File: config.mk
export PLATFORM = sky130hd
export DESIGN_NAME = branch_predictor
export DESIGN_NICKNAME = d
export VERILOG_FILES = /design/src/rtl/bp_pkg.sv /design/src/rtl/bp_sat_counter.sv /design/src/rtl/branch_predictor.sv
export SDC_FILE = /design/constraint.sdc
export NUM_CORES = 2
export LEC_CHECK = 0
export BUFFER_PORTS_ARGS = -buffer_cell sky130_fd_sc_hd__buf_2
export CELL_PAD_IN_SITES_DETAIL_PLACEMENT = 1
export CELL_PAD_IN_SITES_GLOBAL_PLACEMENT = 1
export CORE_UTILIZATION = 35
export DETAILED_ROUTE_END_ITERATION = 8
export PLACE_DENSITY_LB_ADDON = 0.1
export SLEW_MARGIN = 20
export SYNTH_ARGS = -nofsm -noshare
export SYNTH_HDL_FRONTEND = slang
export SYNTH_SLANG_ARGS = --single-unit
File: constraint.sdc
create_clock -name clk -period 5.1 [get_ports clk]
set_clock_uncertainty 0.2 [all_clocks]
set_input_delay 0.51 -clock clk [delete_from_list [all_inputs] [get_ports clk]]
set_output_delay 0.51 -clock clk [all_outputs]
set_load 0.05 [all_outputs]
File: src/rtl/bp_pkg.sv
// Shared helpers for the branch predictor: counter saturation limits and
// PC-to-index/tag extraction, written on a wide word so any table geometry fits.
package bp_pkg;
    localparam int BP_W = 64;
    typedef logic [BP_W-1:0] bp_word_t;

    function automatic bp_word_t bp_mask(input int bits);
        return (bp_word_t'(1) << bits) - bp_word_t'(1);
    endfunction

    function automatic bp_word_t bp_ctr_max(input int bits);
        return bp_mask(bits);
    endfunction

    function automatic bp_word_t bp_ctr_weak_taken(input int bits);
        return bp_word_t'(1) << (bits - 1);
    endfunction

    function automatic bp_word_t ctr_sat_inc(input bp_word_t c, input int bits);
        return (c >= bp_ctr_max(bits)) ? c : c + bp_word_t'(1);
    endfunction

    function automatic bp_word_t ctr_sat_dec(input bp_word_t c);
        return (c == '0) ? c : c - bp_word_t'(1);
    endfunction

    // Word-aligned PC bits, optionally hashed with global history
    function automatic bp_word_t bp_index(input bp_word_t pc, input bp_word_t ghr, input int idx_bits);
        return ((pc >> 2) ^ ghr) & bp_mask(idx_bits);
    endfunction

    function automatic bp_word_t bp_tag(input bp_word_t pc, input int idx_bits);
        return pc >> (idx_bits + 2);
    endfunction
endpackage

File: src/rtl/bp_sat_counter.sv
// Saturating up/down direction counter with a parallel load; load wins over count.
module bp_sat_counter
    import bp_pkg::*;
#(
    parameter int CTR_BITS = 2
) (
    input  logic                clk,
    input  logic                rst,
    input  logic                i_load,
    input  logic [CTR_BITS-1:0] i_load_val,
    input  logic                i_inc,
    input  logic                i_dec,
    output logic [CTR_BITS-1:0] o_ctr
);
    logic [CTR_BITS-1:0] r_ctr;

    always_ff @(posedge clk) begin
        if (rst)
            r_ctr <= '0;
        else if (i_load)
            r_ctr <= i_load_val;
        else if (i_inc)
            r_ctr <= CTR_BITS'(ctr_sat_inc(bp_word_t'(r_ctr), CTR_BITS));
        else if (i_dec)
            r_ctr <= CTR_BITS'(ctr_sat_dec(bp_word_t'(r_ctr)));
    end

    assign o_ctr = r_ctr;
endmodule

File: src/rtl/branch_predictor.sv
// Direct-mapped BTB with per-entry saturating direction counters; bimodal when
// GHR_BITS=0, gshare otherwise. Lookup is combinational, update lands at the edge.
module branch_predictor
    import bp_pkg::*;
#(
    parameter int DATA_WIDTH = 32,
    parameter int ENTRIES    = 16,
    parameter int CTR_BITS   = 2,
    parameter int GHR_BITS   = 0
) (
    input  logic                        clk,
    input  logic                        rst,
    input  logic [DATA_WIDTH-1:0]       pc_f_i,
    output logic                        pred_taken_o,
    output logic [DATA_WIDTH-1:0]       pred_target_o,
    output logic [$clog2(ENTRIES)-1:0]  pred_idx_o,
    input  logic                        update_valid_i,
    input  logic                        update_is_jump_i,
    input  logic [$clog2(ENTRIES)-1:0]  update_idx_i,
    input  logic [DATA_WIDTH-1:0]       update_pc_i,
    input  logic                        update_taken_i,
    input  logic [DATA_WIDTH-1:0]       update_target_i,
    input  logic                        flush_i
);
    localparam int IDX_BITS = $clog2(ENTRIES);
    localparam int TAG_W    = DATA_WIDTH - IDX_BITS - 2;
    localparam int GHR_W    = (GHR_BITS > 0) ? GHR_BITS : 1;
    localparam logic [CTR_BITS-1:0] CTR_MAX        = CTR_BITS'(bp_ctr_max(CTR_BITS));
    localparam logic [CTR_BITS-1:0] CTR_WEAK_TAKEN = CTR_BITS'(bp_ctr_weak_taken(CTR_BITS));

    logic [ENTRIES-1:0]    r_valid;
    logic [TAG_W-1:0]      r_tag    [ENTRIES];
    logic [DATA_WIDTH-1:0] r_target [ENTRIES];
    logic [GHR_W-1:0]      r_ghr;

    bp_word_t              w_ghr_ext;
    logic [IDX_BITS-1:0]   w_idx;
    logic [TAG_W-1:0]      w_tag_f, w_tag_u;
    logic                  w_hit_f, w_hit_u;
    logic                  w_upd, w_write, w_ld, w_inc, w_dec;
    logic [CTR_BITS-1:0]   w_ld_val;
    logic [CTR_BITS-1:0]   w_ctr [ENTRIES];

    always_comb begin
        w_ghr_ext = '0;
        if (GHR_BITS > 0)
            w_ghr_ext[GHR_W-1:0] = r_ghr;
    end

    assign w_idx   = IDX_BITS'(bp_index(bp_word_t'(pc_f_i), w_ghr_ext, IDX_BITS));
    assign w_tag_f = TAG_W'(bp_tag(bp_word_t'(pc_f_i), IDX_BITS));
    assign w_tag_u = TAG_W'(bp_tag(bp_word_t'(update_pc_i), IDX_BITS));
    assign w_hit_f = r_valid[w_idx] && (r_tag[w_idx] == w_tag_f);
    assign w_hit_u = r_valid[update_idx_i] && (r_tag[update_idx_i] == w_tag_u);

    assign pred_taken_o  = w_hit_f && w_ctr[w_idx][CTR_BITS-1];
    assign pred_target_o = pred_taken_o ? r_target[w_idx] : '0;
    assign pred_idx_o    = w_idx;

    // Jumps always (re)allocate at max strength; branches allocate only when taken
    assign w_upd    = update_valid_i && !flush_i;
    assign w_write  = w_upd && (update_is_jump_i || update_taken_i);
    assign w_ld     = w_upd && (update_is_jump_i || (!w_hit_u && update_taken_i));
    assign w_ld_val = update_is_jump_i ? CTR_MAX : CTR_WEAK_TAKEN;
    assign w_inc    = w_upd && w_hit_u && !update_is_jump_i && update_taken_i;
    assign w_dec    = w_upd && w_hit_u && !update_is_jump_i && !update_taken_i;

    for (genvar g = 0; g < ENTRIES; g++) begin : g_ctr
        logic w_sel;
        assign w_sel = (update_idx_i == IDX_BITS'(g));
        bp_sat_counter #(.CTR_BITS(CTR_BITS)) u_ctr (
            .clk        (clk),
            .rst        (rst),
            .i_load     (w_ld && w_sel),
            .i_load_val (w_ld_val),
            .i_inc      (w_inc && w_sel),
            .i_dec      (w_dec && w_sel),
            .o_ctr      (w_ctr[g])
        );
    end

    always_ff @(posedge clk) begin
        if (rst) begin
            r_valid <= '0;
            r_ghr   <= '0;
            for (int i = 0; i < ENTRIES; i++) begin
                r_tag[i]    <= '0;
                r_target[i] <= '0;
            end
        end else begin
            if (flush_i) begin
                r_valid <= '0;
            end else if (w_write) begin
                r_valid[update_idx_i]  <= 1'b1;
                r_tag[update_idx_i]    <= w_tag_u;
                r_target[update_idx_i] <= update_target_i;
            end
            // History tracks resolved conditional branches only
            if (flush_i)
                r_ghr <= '0;
            else if (GHR_BITS > 0 && update_valid_i && !update_is_jump_i)
                r_ghr <= GHR_W'({r_ghr, update_taken_i});
        end
    end
endmodule

# Yosys cells after proc, flatten, opt, wreduce, memory -nomap -nowiden
# Memories as Yosys holds them, arrays and structs flattened.
# Index checks and enable logic that the tools add are counted.
# W data, S select, Z words.
# op_classes
add_sub_neg	32
mul	0
div_mod_pow	0
order_cmp	20
eq_ne	49
shift	0
mux	103
bitwise	2
reduce_logical	118
# ops
op	count
$mux W2	82
$mux W32	2
$logic_and A1 B1 Y1	60
$eq A26 B26 Y1	2
$ne A3 B1 Y1 const B	16
$ne A3 B2 Y1 const B	16
$reduce_and A3 Y1	16
$reduce_bool A3 Y1	16
$add A2 B1 Y2 const B	16
$eq A4 B4 Y1 const B	8
$ge A2 B2 Y1 const B	16
$logic_not A2 Y1	16
$reduce_or A32 Y1	1
$sub A2 B1 Y2 const B	16
$mux W26	1
$reduce_or A26 Y1	1
$eq A4 B3 Y1 const B	4
$or A16 B16 Y16	1
$mux W1	12
$lt A4 B5 Y1 const B	2
$bmux W1 S4	2
$bmux W2 S4	1
$eq A4 B2 Y1 const B	2
$mux W4	2
other kinds (9)	13
# word_totals
ff_bits	48
latch_bits	0
mem_bits_rw	928
romBits	0
input_bits	106
elab_cells	343
mem_count	2
# mem_list
memory	words	width	read_ports	rd_clocked_by_memory_dff	write_ports	line	text
r_target	16	32	1	0	16	branch_predictor.sv:33	logic [DATA_WIDTH-1:0] r_target [ENTRIES];
r_tag	16	26	2	0	16	branch_predictor.sv:32	logic [TAG_W-1:0] r_tag [ENTRIES];

# Logic depth before layout (Yosys ltp)
# logic_depth
depth_word	10
depth_mapped	16
ltp_nobuf	9

# Cells and area by module
# A second synthesis with hierarchy kept.
# hier_totals
hier_cells	3323
hier_area_um2	49264.7
# by_module_without_submodules
module	instances	cells_each	area_per_inst_um2
branch_predictor	1	3115	47342.9
bp_sat_counter	16	13	120.1

# Worst setup path before layout
# No wires, ideal clock.
# synth_timing
path_kind	input port to output port
start	input pc_f_i[2]
end	output pred_target_o[10]
arrival_time_ns	4.073
setup_slack_ns	0.317
path_stages	10
cell_sequence	clkbuf_1 -> buf_2 -> buf_1 -> mux4_2 -> mux4_2 -> xor2_1 -> nor4_1 -> nand4_1 -> clkbuf_1 -> nor2b_1
# synth_between
elab_chain_cells	6
elab_cells_between_ends	12
classes_between	1 x eq/ne; 6 x mux; 1 x bitwise; 2 x reduce/logical; 2 x memory
# synth_lines
element	line	text
start: declaration	branch_predictor.sv:13	input logic [DATA_WIDTH-1:0] pc_f_i,
branches (longest 5 deep; another with $mem_v2 Z16 W26)	n/a	
$mux W32 (*)	branch_predictor.sv:57	assign pred_target_o = pred_taken_o ? r_target[w_idx] : '0;
end: declaration	branch_predictor.sv:15	output logic [DATA_WIDTH-1:0] pred_target_o,
# Mark *: on every way between the ends. The select of a mux whose other input is x is not followed.

# Final worst setup path
# layout_timing
start	input pc_f_i[3]
end	output pred_target_o[27]
# The elaborated chain is that of the path after synthesis.

==> insert_results.sql <==
INSERT INTO impl_metrics (metric_group, metric, value, unit) VALUES
('worst_setup_path', 'start_kind', 'input port', ''),
('worst_setup_path', 'critPathArrivalTime', '4250', 'ps'),
('drt', 'via_cell_ratio', '5.731', ''),
('drt', 'wirelength', '182100', 'µm'),
('logic_synthesis', 'syn-instance-count', '3317', ''),
('sta', 'max_freq', '0.2017', 'GHz'),
('status', 'outcome', 'complete, but fails checks', ''),
('worst_setup_path', 'worst-endpoint-required', '4390', 'ps'),
('clocking', 'cts_inserted_buffers', '113', ''),
('clocking', 'clock_latency', '750', 'ps'),
('clocking', 'cts.root.buffer_cell', 'clkbuf_16', ''),
('floorplan', 'die_height', '376.7', 'µm'),
('sta', 'report.final.hold_viol_count', '0', ''),
('drt', 'wl_per_cell', '33.58', 'µm'),
('status', 'failed_checks', 'DRC', ''),
('pwr', 'power_density', '346.5', 'mW/mm²'),
('pwr', 'totalPowerFinal', '19.84', 'mW'),
('drt', 'detail_route.drc_violations', '4', ''),
('finish', 'layout.filler_cells', '13840', ''),
('logic_synthesis', 'post_synthesis_average_cell_area', '14.82', 'µm²'),
('logic_synthesis', 'async_reset_ff_share', '0', '%'),
('drt', 'via_count', '31090', ''),
('global_routing', 'grt_use_total', '25.66', '%'),
('global_routing', 'grt_pass1_wl', '256700', 'µm'),
('global_routing', 'grt_antenna_before_repair', '22', ''),
('logic_synthesis', 'synth-edff-count', '928', ''),
('clocking', 'clock-sinks', '976', ''),
('finish', 'most-common-layout-cells', '928 x edfxtp_1, 789 x and2_1, 374 x mux4_2', ''),
('finish', 'layout.core_utilization', '41.08', '%'),
('sta', 'worst_slew_pin_slew', '1075', 'ps'),
('floorplan', 'io-pin-count', '143', ''),
('sta', 'timing.setup.tns', '0', 'ps'),
('finish', 'final_common_cell', 'edfxtp_1', ''),
('logic_synthesis', 'synth_area', '0.04914', 'mm²'),
('pwr', 'vdd_ir_drop_max', '0.2488', 'mV'),
('logic_synthesis', 'seq_total_area_yosys', '58.66', '%'),
('global_routing', 'grt_start_max_net_pins', '69', ''),
('clocking', 'post-cts-setup-buffer-count', '0', ''),
('logic_synthesis', 'yosys_register_bits', '976', ''),
('global_routing', 'gr-total-overflow', '0', ''),
('sta', 'slew-limit-headroom', '28.05', '%'),
('global_routing', 'first_global_vias', '33020', ''),
('sta', 'rsz0062_at_grt', 'false', ''),
('worst_setup_path', 'timing.critical_path.to_type', 'primary output', ''),
('sta', 'min_period_over_period', '97.21', '%'),
('logic_synthesis', 'ys_dominant_reg_cell', 'edfxtp_1', ''),
('floorplan', 'die_area', '0.1419', 'mm²'),
('min_path', 'min_delay_path_class', 'input port to flip-flop', ''),
('floorplan', 'core.rowCount', '137', ''),
('worst_setup_path', 'timing_worst_setup_path_type', 'input port to primary output', ''),
('worst_setup_path', 'maximum_fanout_along_the_worst_path', '41', ''),
('finish', 'area_growth', '16.49', '%'),
('sta', 'post-route-min-period', '4958', 'ps'),
('sta', 'maxSlewViolCount', '0', ''),
('logic_synthesis', 'postSynthNetCount', '3423', ''),
('placed_design', 'io_buffers', '134', ''),
('logic_synthesis', 'yosys_warnings', '0', ''),
('clocking', 'clk_path_buf_depth', '3', ''),
('finish', 'nets', '3551', ''),
('floorplan', 'start_util', '35.26', '%'),
('floorplan', 'chipWidth', '376.7', 'µm'),
('flow_run', 'timing.max_cap.violations', '0', ''),
('drt', 'detail_route.first_pass.iterations', '7', ''),
('floorplan', 'core-area', '0.1394', 'mm²'),
('pwr', 'power.static_leakage', '19.40', 'nW'),
('clocking', 'cts_max_level', '3', ''),
('logic_synthesis', 'yosysUniqueCellTypes', '75', ''),
('clocking', 'clock_transition_at_the_registers_of_the_reported_paths', '60', 'ps'),
('finish', 'post_route_cells_drive_above_1_share', '26.07', '%'),
('clocking', 'tritoncts', 'built', ''),
('sta', 'report.final.setup_viol', '0', ''),
('drt', 'drt_iter0_drc', '2884', ''),
('placed_design', 'place.detailed.hpwl', '107400', 'µm'),
('sta', 'hold_ws', '43.61', 'ps'),
('placed_design', 'final_wtd_congestion', '0.8272', ''),
('drt', 'detail-route-antenna-nets', '0', '');
==> kinds of logic (layout without fill, tap and decap cells) <==
logic type / count (synthesis) / in the layout / share of synthesized area (%)
muxes: 488 / 488 / 19.61
AOI/OAI and AO/OA: 194 / 194 / 2.841
other: 0 / 7 / 0
DFF: 976 / 976 / 58.66
xor gates and xnor gates: 57 / 57 / 1.016
and+or+nand+nor: 1253 / 1253 / 14.81
buffers and inverters: 349 / 573 / 3.058
==> worst max-delay path: stages <==
cell     delay, ps
buf_8          360
buf_4          360
mux4_2         350
mux4_2         590
xnor2_1        240
nand4_1        150
nor3_2         420
nand4_1        410
buf_12         340
nor2b_1        260
buf_12         180
==> stage by stage <==
stage               cells  cell area [µm²]  setup slack (ps)
detailed placement   5179            53140            -251.8
finish               5424            57250             142.4
global route         5418            57230             3.868
floorplan            3317            49140             316.8
CTS                  5417            57230             58.65
global placement     5179            53140            -276.8
==> power breakdown <==
group	total, mW	internal (mW)	switching [mW]
Sequential	9.36	9.18	0.176
Combinational	2.04	0.847	1.19
Clock	8.44	4.94	3.50
==> Yosys cell counts, types with 3 or more instances <==
library cell  instances  area, µm²
nor2b_1              41      256.5
nor2_1               98      367.9
xor2_1               16      140.1
a2111oi_0             4      35.03
and3_1               13      81.33
buf_1                33      123.9
edfxtp_1            928      27870
buf_4                12      90.09
o31ai_1               3      22.52
or2_2                17      106.4
and2_1              789       4936
nand3_1              23      115.1
a21oi_1              15      75.07
nor3_1              131      655.6
a31oi_1               5      31.28
nand4_1              10      62.56
o22ai_1               5      31.28
a211o_1               9      78.83
mux2_4                8      120.1
a211oi_1             21      157.7
inv_1                 9      33.78
o21a_1               18      135.1
a22o_1                3      26.28
dfxtp_1              48      960.9
a221oi_1              4      35.03
a311oi_1             10      87.58
xnor2_1              41      359.1
o2111ai_1             4      35.03
nand2_1              74      277.8
a21o_1                3      22.52
mux4_2              374       8423
clkbuf_1            253      949.7
clkinv_1              7      26.28
nor4_1               33      206.5
a22oi_1              21      157.7
buf_2                18      90.09
mux2_2               13      146.4
mux2i_1              90      900.9
buf_6                13      146.4
o21ai_0              38      190.2
o211ai_1              9      67.56
nor3b_1               8      60.06
==> state kept, by name (all words and copies together) (netlist names) <==
name and count:
g_ctr.u_ctr.o_ctr 32, r_tag 416, r_target 512, r_valid 16
==> path summary, 6_finish.rpt <==
check	from	endpoint	slack [ps]	depth (start not counted)
max reg2reg	r_tag[10][15]$_SDFFCE_PN0P_	g_ctr[8].u_ctr.o_ctr[0]$_SDFFE_PP0P_	840	12
min reg2reg	r_valid[6]$_SDFFE_PP0P_	r_valid[6]$_SDFFE_PP0P_	300	1
max	pc_f_i[3]	pred_target_o[27]	140	11
min	update_target_i[8]	r_target[1][8]$_SDFFCE_PN0P_	40	2
==> layer usage <==
metal | global-route usage [%] | share of wire (%)
met1 | 34.33 | 42
met2 | 43.87 | 50
met3 | 3.606 | 5.6
met4 | 6.236 | 2.5
met5 | 0 | 0.015
==> area by class of cell <==
class | count | area [µm²] | area share, %
well taps | 1876 | 2347 | 4.100
inverters | 18 | 67.56 | 0.1180
flip-flops and latches | 976 | 28830 | 50.36
diodes | 7 | 17.52 | 0.03060
clock buffers | 138 | 2964 | 5.178
multi-input cells | 1992 | 19000 | 33.19
clock inverters | 73 | 832.0 | 1.453
repair buffers | 344 | 3194 | 5.580
==> timing repair <==
action,in CTS,in global routing
hold endpoints to repair,309,0
pin swaps,0,1
endpoints found under the setup margin,33,26
hold buffers,27,0
gates resized for setup,4,1
No activity file was read; power rests on OpenSTA's default activity.
